### config.mk
export PLATFORM = sky130hd
export DESIGN_NAME = bnn_maxpool2d_stream
export DESIGN_NICKNAME = d
export VERILOG_FILES = /design/src/rtl/bnn_pkg.sv /design/src/rtl/bnn_raster_counter.sv /design/src/rtl/bnn_maxpool2d_stream.sv
export SDC_FILE = /design/constraint.sdc
export NUM_CORES = 1
export LEC_CHECK = 0
export BUFFER_PORTS_ARGS = -buffer_cell sky130_fd_sc_hd__buf_2
export CAP_MARGIN = 20
export CORE_UTILIZATION = 50
export DETAILED_ROUTE_END_ITERATION = 12
export PLACE_DENSITY_LB_ADDON = 0.25
export SLEW_MARGIN = 25
export SYNTH_ARGS = -nofsm -noshare
export SYNTH_HDL_FRONTEND = slang
export SYNTH_SLANG_ARGS = --single-unit
### constraint.sdc
create_clock -name clk -period 2.56 [get_ports clk]
set_input_delay 0.512 -clock clk [delete_from_list [all_inputs] [get_ports clk]]
set_output_delay 0.512 -clock clk [all_outputs]
set_load 0.05 [all_outputs]
### src/rtl/bnn_pkg.sv
// Shared types and helpers for the BNN streaming datapath.
package bnn_pkg;

    typedef enum logic [0:0] {
        POOL_MAX,
        POOL_MIN
    } pool_mode_e;

    // Bits needed to count 0..n-1, never fewer than one.
    function automatic int unsigned clog2_min1(input int unsigned n);
        return (n < 2) ? 1 : $clog2(n);
    endfunction

endpackage

### src/rtl/bnn_raster_counter.sv
// Raster-order position tracker for streaming window stages: col/row with frame wrap, plus
// window column/row indices and in-window offsets kept as counters rather than divides.
module bnn_raster_counter
    import bnn_pkg::*;
#(
    parameter int unsigned IMG_WIDTH  = 28,
    parameter int unsigned IMG_HEIGHT = 28,
    parameter int unsigned POOL_SIZE  = 2,
    localparam int unsigned WC_W      = clog2_min1((IMG_WIDTH - 1) / POOL_SIZE + 1)
) (
    input  logic            clk,
    input  logic            rst,
    input  logic            advance,
    output logic [WC_W-1:0] wc,
    output logic            in_range,
    output logic            win_start,
    output logic            win_done,
    output logic            frame_last
);

    localparam int unsigned OUT_W = IMG_WIDTH / POOL_SIZE;
    localparam int unsigned OUT_H = IMG_HEIGHT / POOL_SIZE;
    localparam int unsigned COL_W = clog2_min1(IMG_WIDTH);
    localparam int unsigned ROW_W = clog2_min1(IMG_HEIGHT);
    localparam int unsigned POS_W = clog2_min1(POOL_SIZE);
    localparam int unsigned WR_W  = clog2_min1((IMG_HEIGHT - 1) / POOL_SIZE + 1);

    localparam logic [COL_W-1:0] COL_LAST = COL_W'(IMG_WIDTH - 1);
    localparam logic [ROW_W-1:0] ROW_LAST = ROW_W'(IMG_HEIGHT - 1);
    localparam logic [POS_W-1:0] POS_LAST = POS_W'(POOL_SIZE - 1);
    localparam logic [WC_W-1:0]  WC_LAST  = WC_W'(OUT_W - 1);
    localparam logic [WR_W-1:0]  WR_LAST  = WR_W'(OUT_H - 1);

    logic [COL_W-1:0] col_q, col_d;
    logic [ROW_W-1:0] row_q, row_d;
    logic [POS_W-1:0] cc_q, cc_d, rr_q, rr_d;
    logic [WC_W-1:0]  wc_q, wc_d;
    logic [WR_W-1:0]  wr_q, wr_d;

    // Next position: step the column, wrapping into the next row and then the next frame.
    always_comb begin
        col_d = col_q;
        row_d = row_q;
        cc_d  = cc_q;
        rr_d  = rr_q;
        wc_d  = wc_q;
        wr_d  = wr_q;
        if (advance) begin
            if (col_q == COL_LAST) begin
                col_d = '0;
                cc_d  = '0;
                wc_d  = '0;
                if (row_q == ROW_LAST) begin
                    row_d = '0;
                    rr_d  = '0;
                    wr_d  = '0;
                end else begin
                    row_d = row_q + 1'b1;
                    if (rr_q == POS_LAST) begin
                        rr_d = '0;
                        wr_d = wr_q + 1'b1;
                    end else begin
                        rr_d = rr_q + 1'b1;
                    end
                end
            end else begin
                col_d = col_q + 1'b1;
                if (cc_q == POS_LAST) begin
                    cc_d = '0;
                    wc_d = wc_q + 1'b1;
                end else begin
                    cc_d = cc_q + 1'b1;
                end
            end
        end
    end

    // Position registers.
    always_ff @(posedge clk or posedge rst) begin
        if (rst) begin
            col_q <= '0;
            row_q <= '0;
            cc_q  <= '0;
            rr_q  <= '0;
            wc_q  <= '0;
            wr_q  <= '0;
        end else begin
            col_q <= col_d;
            row_q <= row_d;
            cc_q  <= cc_d;
            rr_q  <= rr_d;
            wc_q  <= wc_d;
            wr_q  <= wr_d;
        end
    end

    // Pixels past the last whole window column/row fall outside every window.
    assign in_range   = (32'(wc_q) < OUT_W) && (32'(wr_q) < OUT_H);
    assign win_start  = in_range && (cc_q == '0) && (rr_q == '0);
    assign win_done   = in_range && (cc_q == POS_LAST) && (rr_q == POS_LAST);
    assign frame_last = (wc_q == WC_LAST) && (wr_q == WR_LAST);
    assign wc         = wc_q;

endmodule

### src/rtl/bnn_maxpool2d_stream.sv
// Streaming binary max/min pooling: a one-row accumulator of partial windows feeding a single
// registered output stage with valid/ready handshakes.
module bnn_maxpool2d_stream
    import bnn_pkg::*;
#(
    parameter int unsigned NUM_CHANNELS = 3,
    parameter int unsigned IMG_WIDTH    = 28,
    parameter int unsigned IMG_HEIGHT   = 28,
    parameter int unsigned POOL_SIZE    = 2,
    parameter pool_mode_e  MODE         = POOL_MAX
) (
    input  logic                    clk,
    input  logic                    rst,
    input  logic                    in_valid,
    output logic                    in_ready,
    input  logic [NUM_CHANNELS-1:0] in_pixel,
    output logic                    out_valid,
    input  logic                    out_ready,
    output logic [NUM_CHANNELS-1:0] out_pixel,
    output logic                    out_last
);

    localparam int unsigned OUT_W = IMG_WIDTH / POOL_SIZE;
    localparam int unsigned OUT_H = IMG_HEIGHT / POOL_SIZE;
    // One slot per window column, including a ragged partial column that is never written, so
    // the counter's column index addresses the array without truncation.
    localparam int unsigned ACC_DEPTH = (IMG_WIDTH - 1) / POOL_SIZE + 1;
    localparam int unsigned WC_W      = clog2_min1(ACC_DEPTH);

    if (POOL_SIZE < 2) begin : g_chk_pool
        $error("POOL_SIZE must be at least 2");
    end
    if (OUT_W < 1) begin : g_chk_out_w
        $error("IMG_WIDTH must hold at least one window");
    end
    if (OUT_H < 1) begin : g_chk_out_h
        $error("IMG_HEIGHT must hold at least one window");
    end

    logic                    accept;
    logic                    in_range, win_start, win_done, frame_last;
    logic [WC_W-1:0]         wc;
    logic [NUM_CHANNELS-1:0] acc_q [ACC_DEPTH];
    logic [NUM_CHANNELS-1:0] acc_sel, reduced;
    logic                    out_valid_q, out_last_q;
    logic [NUM_CHANNELS-1:0] out_pixel_q;

    // No skid buffer: a held result blocks the input.
    assign in_ready = !out_valid_q || out_ready;
    assign accept   = in_valid && in_ready;

    bnn_raster_counter #(
        .IMG_WIDTH  (IMG_WIDTH),
        .IMG_HEIGHT (IMG_HEIGHT),
        .POOL_SIZE  (POOL_SIZE)
    ) u_counter (
        .clk        (clk),
        .rst        (rst),
        .advance    (accept),
        .wc         (wc),
        .in_range   (in_range),
        .win_start  (win_start),
        .win_done   (win_done),
        .frame_last (frame_last)
    );

    assign acc_sel = acc_q[wc];

    if (MODE == POOL_MAX) begin : g_or
        assign reduced = acc_sel | in_pixel;
    end else begin : g_and
        assign reduced = acc_sel & in_pixel;
    end

    // Accumulate partial windows; the first pixel of a window overwrites stale contents.
    always_ff @(posedge clk or posedge rst) begin
        if (rst) begin
            for (int i = 0; i < ACC_DEPTH; i++) begin
                acc_q[i] <= '0;
            end
        end else if (accept && in_range) begin
            acc_q[wc] <= win_start ? in_pixel : reduced;
        end
    end

    // Output register: a completion (re)loads it, a drain without completion empties it.
    always_ff @(posedge clk or posedge rst) begin
        if (rst) begin
            out_valid_q <= 1'b0;
            out_pixel_q <= '0;
            out_last_q  <= 1'b0;
        end else if (accept && win_done) begin
            out_valid_q <= 1'b1;
            out_pixel_q <= reduced;
            out_last_q  <= frame_last;
        end else if (out_ready) begin
            out_valid_q <= 1'b0;
        end
    end

    assign out_valid = out_valid_q;
    assign out_pixel = out_pixel_q;
    assign out_last  = out_last_q;

endmodule

-- Word level (Yosys, flattened, before mapping)
Index checks and enable logic that the tools add are counted.
- add/subtract/negate cells: 6
- $lt $le $gt $ge: 4
- eq/ne operators: 4
- multiplexer cells: 19
- bitwise operators: 4
- reductions and logical operators: 18
- operators by type and width (kind ; count):
    42-bit bitwise mux ; 1
    4-bit 2-to-1 mux ; 4
    3-bit binary-select mux with 4-bit select ; 1
    3-bit demux with 4-bit select ; 1
    3-bit 2-to-1 mux ; 4
    5-bit by 1-bit adder with 5-bit output (second input constant) ; 2
    5-bit equality test (second input constant) ; 2
    1-bit logical AND ; 10
    5-bit 2-to-1 mux ; 2
    4-bit by 1-bit adder with 4-bit output (second input constant) ; 2
    4-bit equality test (second input constant) ; 2
    4-bit less-than comparator (second input constant) ; 2
    1-bit 2-to-1 mux ; 6
    2-bit nonzero test ; 3
    5-bit greater-or-equal comparator (second input constant) ; 1
    5-bit by 1-bit less-than comparator with 1-bit output (second input constant) ; 1
    4-bit NOT with 5-bit output ; 1
    2-bit AND reduction ; 2
    3-bit OR ; 1
    3-bit AND reduction ; 1
    1-bit adder (second input constant) ; 2
    1-bit NOT ; 2
    1-bit zero test ; 1
    1-bit logical OR ; 1
- register bits: 67
- input bits: 7
- output and inout bits: 6
- word-level logic and storage cells: 78

-- Depth between registers and ports, before layout
- depth in word-level cells: 7
- gate-level depth with buffers: 8

-- By module
From an unflattened synthesis, not the netlist that was laid out.
- cell total of the unflattened synthesis: 343
- area total of the unflattened synthesis: 3779.9 um2
- modules (own cells, without submodules) (module ; times used ; cells an instance ; area an instance (um2)):
    bnn_maxpool2d_stream ; 1 ; 237 ; 2675.1
    bnn_raster_counter ; 1 ; 106 ; 1104.8

-- Worst setup path after synthesis
No wires, ideal clock.
- kind: reg-to-reg
- start: reg out_valid_q (netlist: out_valid)
- end: reg u_counter.row_q[3]
- setup time: 0.078 ns
- data arrival time: 2.167 ns
- required time: 2.482 ns
- slack: 0.316 ns
- cell stages (with the launch flop): 6
- path buffers: 1
- clock period less this slack: 2.244 ns
- cell sequence: dfrtp_1 > nand2b_1 > clkbuf_1 > nand3_1 > or3_1 > a21oi_1
- cells in the longest elaborated chain, start to end: 4
- ends and longest elaborated chain (element ; RTL line ; text):
    start, declared ; bnn_maxpool2d_stream.sv:45 ; logic out_valid_q, out_last_q;
    start signal, assigned ; bnn_maxpool2d_stream.sv:89 ; out_valid_q <= 1'b0;
    start signal, assigned ; bnn_maxpool2d_stream.sv:93 ; out_valid_q <= 1'b1;
    start signal, assigned ; bnn_maxpool2d_stream.sv:97 ; out_valid_q <= 1'b0;
    1-bit zero test ; bnn_maxpool2d_stream.sv:49 ; assign in_ready = !out_valid_q || out_ready;
    1-bit logical OR ; bnn_maxpool2d_stream.sv:49 ;
    net in_ready ; bnn_maxpool2d_stream.sv:15 ; output logic in_ready,
    1-bit logical AND ; bnn_maxpool2d_stream.sv:50 ; assign accept = in_valid && in_ready;
    2-bit AND reduction (no line) ; -- ;
    end signal, assigned ; bnn_raster_counter.sv:89 ; row_q <= row_d;
    end, declared ; bnn_raster_counter.sv:35 ; logic [ROW_W-1:0] row_q, row_d;
The timed path passes the listed nets, and every way through them passes these cells.
A chain may end at the register's enable or synchronous reset.

-- Final worst setup path
- start: reg u_counter.wc_q[0] (netlist: u_counter.wc[0])
- end: reg acc_q[0] in the netlist's numbering
- cells in the longest elaborated chain, start to end: 7
- elaborated cells between the ends (all ways): 17
- ends and longest elaborated chain (element ; RTL line ; text):
    start, declared ; bnn_raster_counter.sv:37 ; logic [WC_W-1:0] wc_q, wc_d;
    start signal, assigned ; bnn_raster_counter.sv:92 ; wc_q <= wc_d;
    4-bit NOT with 5-bit output ; bnn_maxpool2d_stream.sv:67, bnn_maxpool2d_stream.sv:82 ;
    3-bit binary-select mux with 4-bit select ; bnn_maxpool2d_stream.sv:67 ; assign acc_sel = acc_q[wc];
    3-bit 2-to-1 mux (implied by the code) (2 in a row) ; bnn_maxpool2d_stream.sv:67 ;
    3-bit OR ; bnn_maxpool2d_stream.sv:70 ; assign reduced = acc_sel | in_pixel;
    3-bit 2-to-1 mux ; bnn_maxpool2d_stream.sv:82 ; acc_q[wc] <= win_start ? in_pixel : reduced;
    42-bit bitwise mux ; bnn_maxpool2d_stream.sv:82 ;
    end signal, assigned by index ; bnn_maxpool2d_stream.sv:82 ;
    end, declared ; bnn_maxpool2d_stream.sv:43 ; logic [NUM_CHANNELS-1:0] acc_q [ACC_DEPTH];
Parallel ways exist; a longest one is shown, timed or not. The select of a mux whose other input is x is not followed.

==> summary.md <==
| Metric | Value |
|---|---|
| Combinational share of power | 41.3% |
| Required time worst endpoint | 2.78 ns |
| Worst-Skew Late Latency | 0.35 ns |
| Share of cells above drive strength 1 | 17.7% |
| Clock Path Buffers | 2 |
| Final setup fails | 0 |
| Rows | 30 |
| Clock share of power | 17.6% |
| Initial Util | 52.4% |
| Crit path launch type | flop |
| DR pass1 iterations | 4 |
| Syn_nets | 345 |
| First DRT Iteration DRCs | 240 |
| Worst Setup End Kind | flop |
| Pins Over Slew Limit | 0 |
| Post-synth EDFFs | 0 |
| Critical path type | flop to flop |
| Synth unique cells | 41 |
| HPWL after detailed placement | 5430 um |
| Die Ht | 87.0 um |
| Number of synthesized register bits | 67 |
| Buffers added on ports | 12 |
| Gr usage total | 24.0% |
| Core ar. | 6910 um2 |
| Fmax | 0.434 GHz |
| Via count | 2,733 |
| Slew Limit Headroom | 59.9% |
| Area grow syn2layout | 8.30% |
| Simple-Gate Fraction of Synth Area | 18.2% |
| # Post-CTS Setup Buffers | 0 |
| Main synth FF type | dfrtp_1 |
| Gr ovfl total | 0 |
| Hold_buf cts | 0 |
| Sequential share of power | 41.2% |
| Internal power | 2690 uW |
| Clock slew at reported path FFs | 0.07 ns |
| CTS resizes | 0 |
| Status | finished clean |
| RSZ-0062 raised after global routing | false |
| Synth Warn # | 0 |
| Worst vdd ir | 0.430 mV |
| Min cycle time layout | 2.30 ns |
| Mean Syn Cell Area | 11.0 um2 |
| Clk_skew | 0.0159 ns |
| Adder-Cell Fraction of Synth Area | 2.77% |
| Critical path arrival | 2.52 ns |
| Routability congestion estimate | 0.847 |
| HP Class | input pin to async pin |
| Die W | 87.0 um |
| Sequential-to-total area share from yosys stat | 46.4% |
| Antenna Cells | 0 |
| Placed Instance Area | 3740 um2 |
| # IOs | 13 |
| Fin crit share | 89.9% |
| Residual DRC | 0 |
| Ys async rst share | 100% |
| TritonCTS Sinks | 67 |
| Nets | 349 |
| Post-Syn Instances | 330 |
| Switching share of power | 40.7% |
| Layout Utilization | 56.7% |
| Antenna violations before repair | 0 |
| Die area | 7580 um2 |
| CTS H-Tree Depth | 3 |
| Number of global-route vias before repair | 2,645 |
| CTS tree | yes |
| Multiplexer share of the synthesized area | 8.58% |
| Largest family of logic cells by synthesized area | compound AO/OA/AOI/OAI gates |
| Xor/xnor cell area share of the yosys netlist | 0.484% |
| Setup TNS | 0 ns |
| CTS buffer count | 9 |
| First-pass GRT wire length | 13,700 um |
| Mapped cell area | 3620 um2 |
| Fin. Hold Viols | 0 |
| Routed len/inst | 18.6 um |
| Max Cap Viol | 0 |
| Worst slew pin tran | 0.602 ns |
| Crit Path Max Fanout | 15 |
| Post-Route WL | 8090 um |
| Antenna Violating Nets Remaining | 0 |
| Root Buffer | clkbuf_8 |
| Psw | 1850 uW |
| Leak Pwr | 0.00158 uW |
| Largest net degree at the start of global routing | 57 |
| Pwr/cell area | 1160 nW/um2 |
| Area fraction in compound gates after synthesis | 18.3% |
| Vias per cell | 6.28 |
| Final instance area | 3920 um2 |
| Fill count | 609 |
[per-layer routing]
layer,GRT usage (%),wire (um),up-vias
li1,-,-,1293
met1,34.3,3880,1354
met2,36.0,3680,73
met3,4.64,363,13
met4,9.85,168,0
met5,0,0,-
[cell usage in the layout, fill, tap and decap left out, types with 2 or more instances in the layout]
| cell type | n |
|---|---|
| clkbuf_8 | 11 |
| and3_1 | 2 |
| mux4_2 | 6 |
| nand2_1 | 14 |
| nor2_1 | 6 |
| and3b_1 | 2 |
| buf_4 | 10 |
| ha_1 | 8 |
| o31ai_1 | 2 |
| xor2_1 | 2 |
| o2bb2ai_2 | 6 |
| o21ai_0 | 26 |
| nand3_1 | 25 |
| a41oi_1 | 2 |
| buf_12 | 2 |
| nor2b_1 | 8 |
| nand4b_1 | 4 |
| a221oi_2 | 2 |
| clkbuf_1 | 3 |
| dfrtp_1 | 67 |
| mux2i_1 | 4 |
| a21oi_1 | 5 |
| buf_2 | 12 |
| o2bb2ai_1 | 33 |
| mux2_2 | 5 |
| clkinv_2 | 2 |
| inv_1 | 5 |
| nand4_1 | 44 |
| nand2b_1 | 3 |
| mux4_1 | 3 |
| or3_1 | 3 |
| and2_1 | 2 |
[critical path, cell delays in order (launching register included)]
cell      delay [ns]
dfrtp_1         0.73
mux4_1          0.64
a221oi_2        0.27
o21a_2          0.38
o21ai_0         0.15
[registers in the layout, summed over array words and instances, names as in the netlist]
register	count
acc_q	42
out_last	1
out_pixel	3
out_valid	1
u_counter.cc_q	1
u_counter.col_q	5
u_counter.row_q	5
u_counter.rr_q	1
u_counter.wc	4
u_counter.wr_q	4
[worst paths after layout]
kind | endpoint | from | slack [ns] | cells after the start
worst min register to register | acc_q[5] | acc_q[5] | 0.49 | 1
worst max register to register | acc_q[0] | u_counter.wc[0] | 0.26 | 4
max in group asynchronous | acc_q[17] | rst | 1.75 | 3
worst max-delay path | acc_q[0] | u_counter.wc[0] | 0.26 | 4
worst min-delay path | u_counter.row_q[3] | rst | 0.19 | 2
min in group clk | acc_q[5] | acc_q[5] | 0.49 | 1
[power by group through the flow]
stage	clock [uW]	sequential, uW	combinational, uW
floorplan	0	1740	1560
global placement	0	1860	1830
detailed placement	0	1870	1880
CTS	803	1860	1870
global route	855	1910	2040
finish	796	1870	1870
[cell usage after synthesis (5+ instances only)]
cell type	instances	area (um2)
a21oi_1	5	25.0
buf_2	7	35.0
clkbuf_1	15	56.3
dfrtp_1	67	1680
ha_1	8	100
inv_1	6	22.5
mux2_2	5	56.3
mux4_2	6	135
nand2_1	14	52.6
nand3_1	25	125
nand4_1	44	275
nor2_1	6	22.5
nor2b_1	8	50.1
o21ai_0	26	130
o2bb2ai_1	33	289
o2bb2ai_2	6	90.1
[cell type report]
class | count | area [um2] | share of cell area, %
Clock buffer | 14 | 163 | 4.15
Clock inverter | 2 | 10.0 | 0.256
Inverter | 6 | 22.5 | 0.575
Multi-Input combinational cell | 226 | 1750 | 44.7
Sequential cell | 67 | 1680 | 42.8
Tap cell | 96 | 120 | 3.07
Timing Repair Buffer | 24 | 175 | 4.47
[through the flow]
step | cells | setup slack, ns | hold WS (ns) | total power (uW)
after floorplan | 330 | 0.316 | 0.448 | 3310
after global placement | 419 | 0.298 | 0.464 | 3690
after detailed placement | 419 | 0.280 | 0.467 | 3740
after CTS | 435 | 0.288 | 0.208 | 4530
after global routing | 435 | 0.167 | 0.233 | 4800
final | 435 | 0.257 | 0.194 | 4540
[cell families after synthesis]
family / Yosys count
and+or+nand+nor: 115
AOI/OAI and AO/OA: 83
buffers and inverters: 37
DFF: 67
xor gates and xnor gates: 2
muxes: 18
adders and majority gates: 8
No activity file was read; power rests on OpenSTA's default activity.
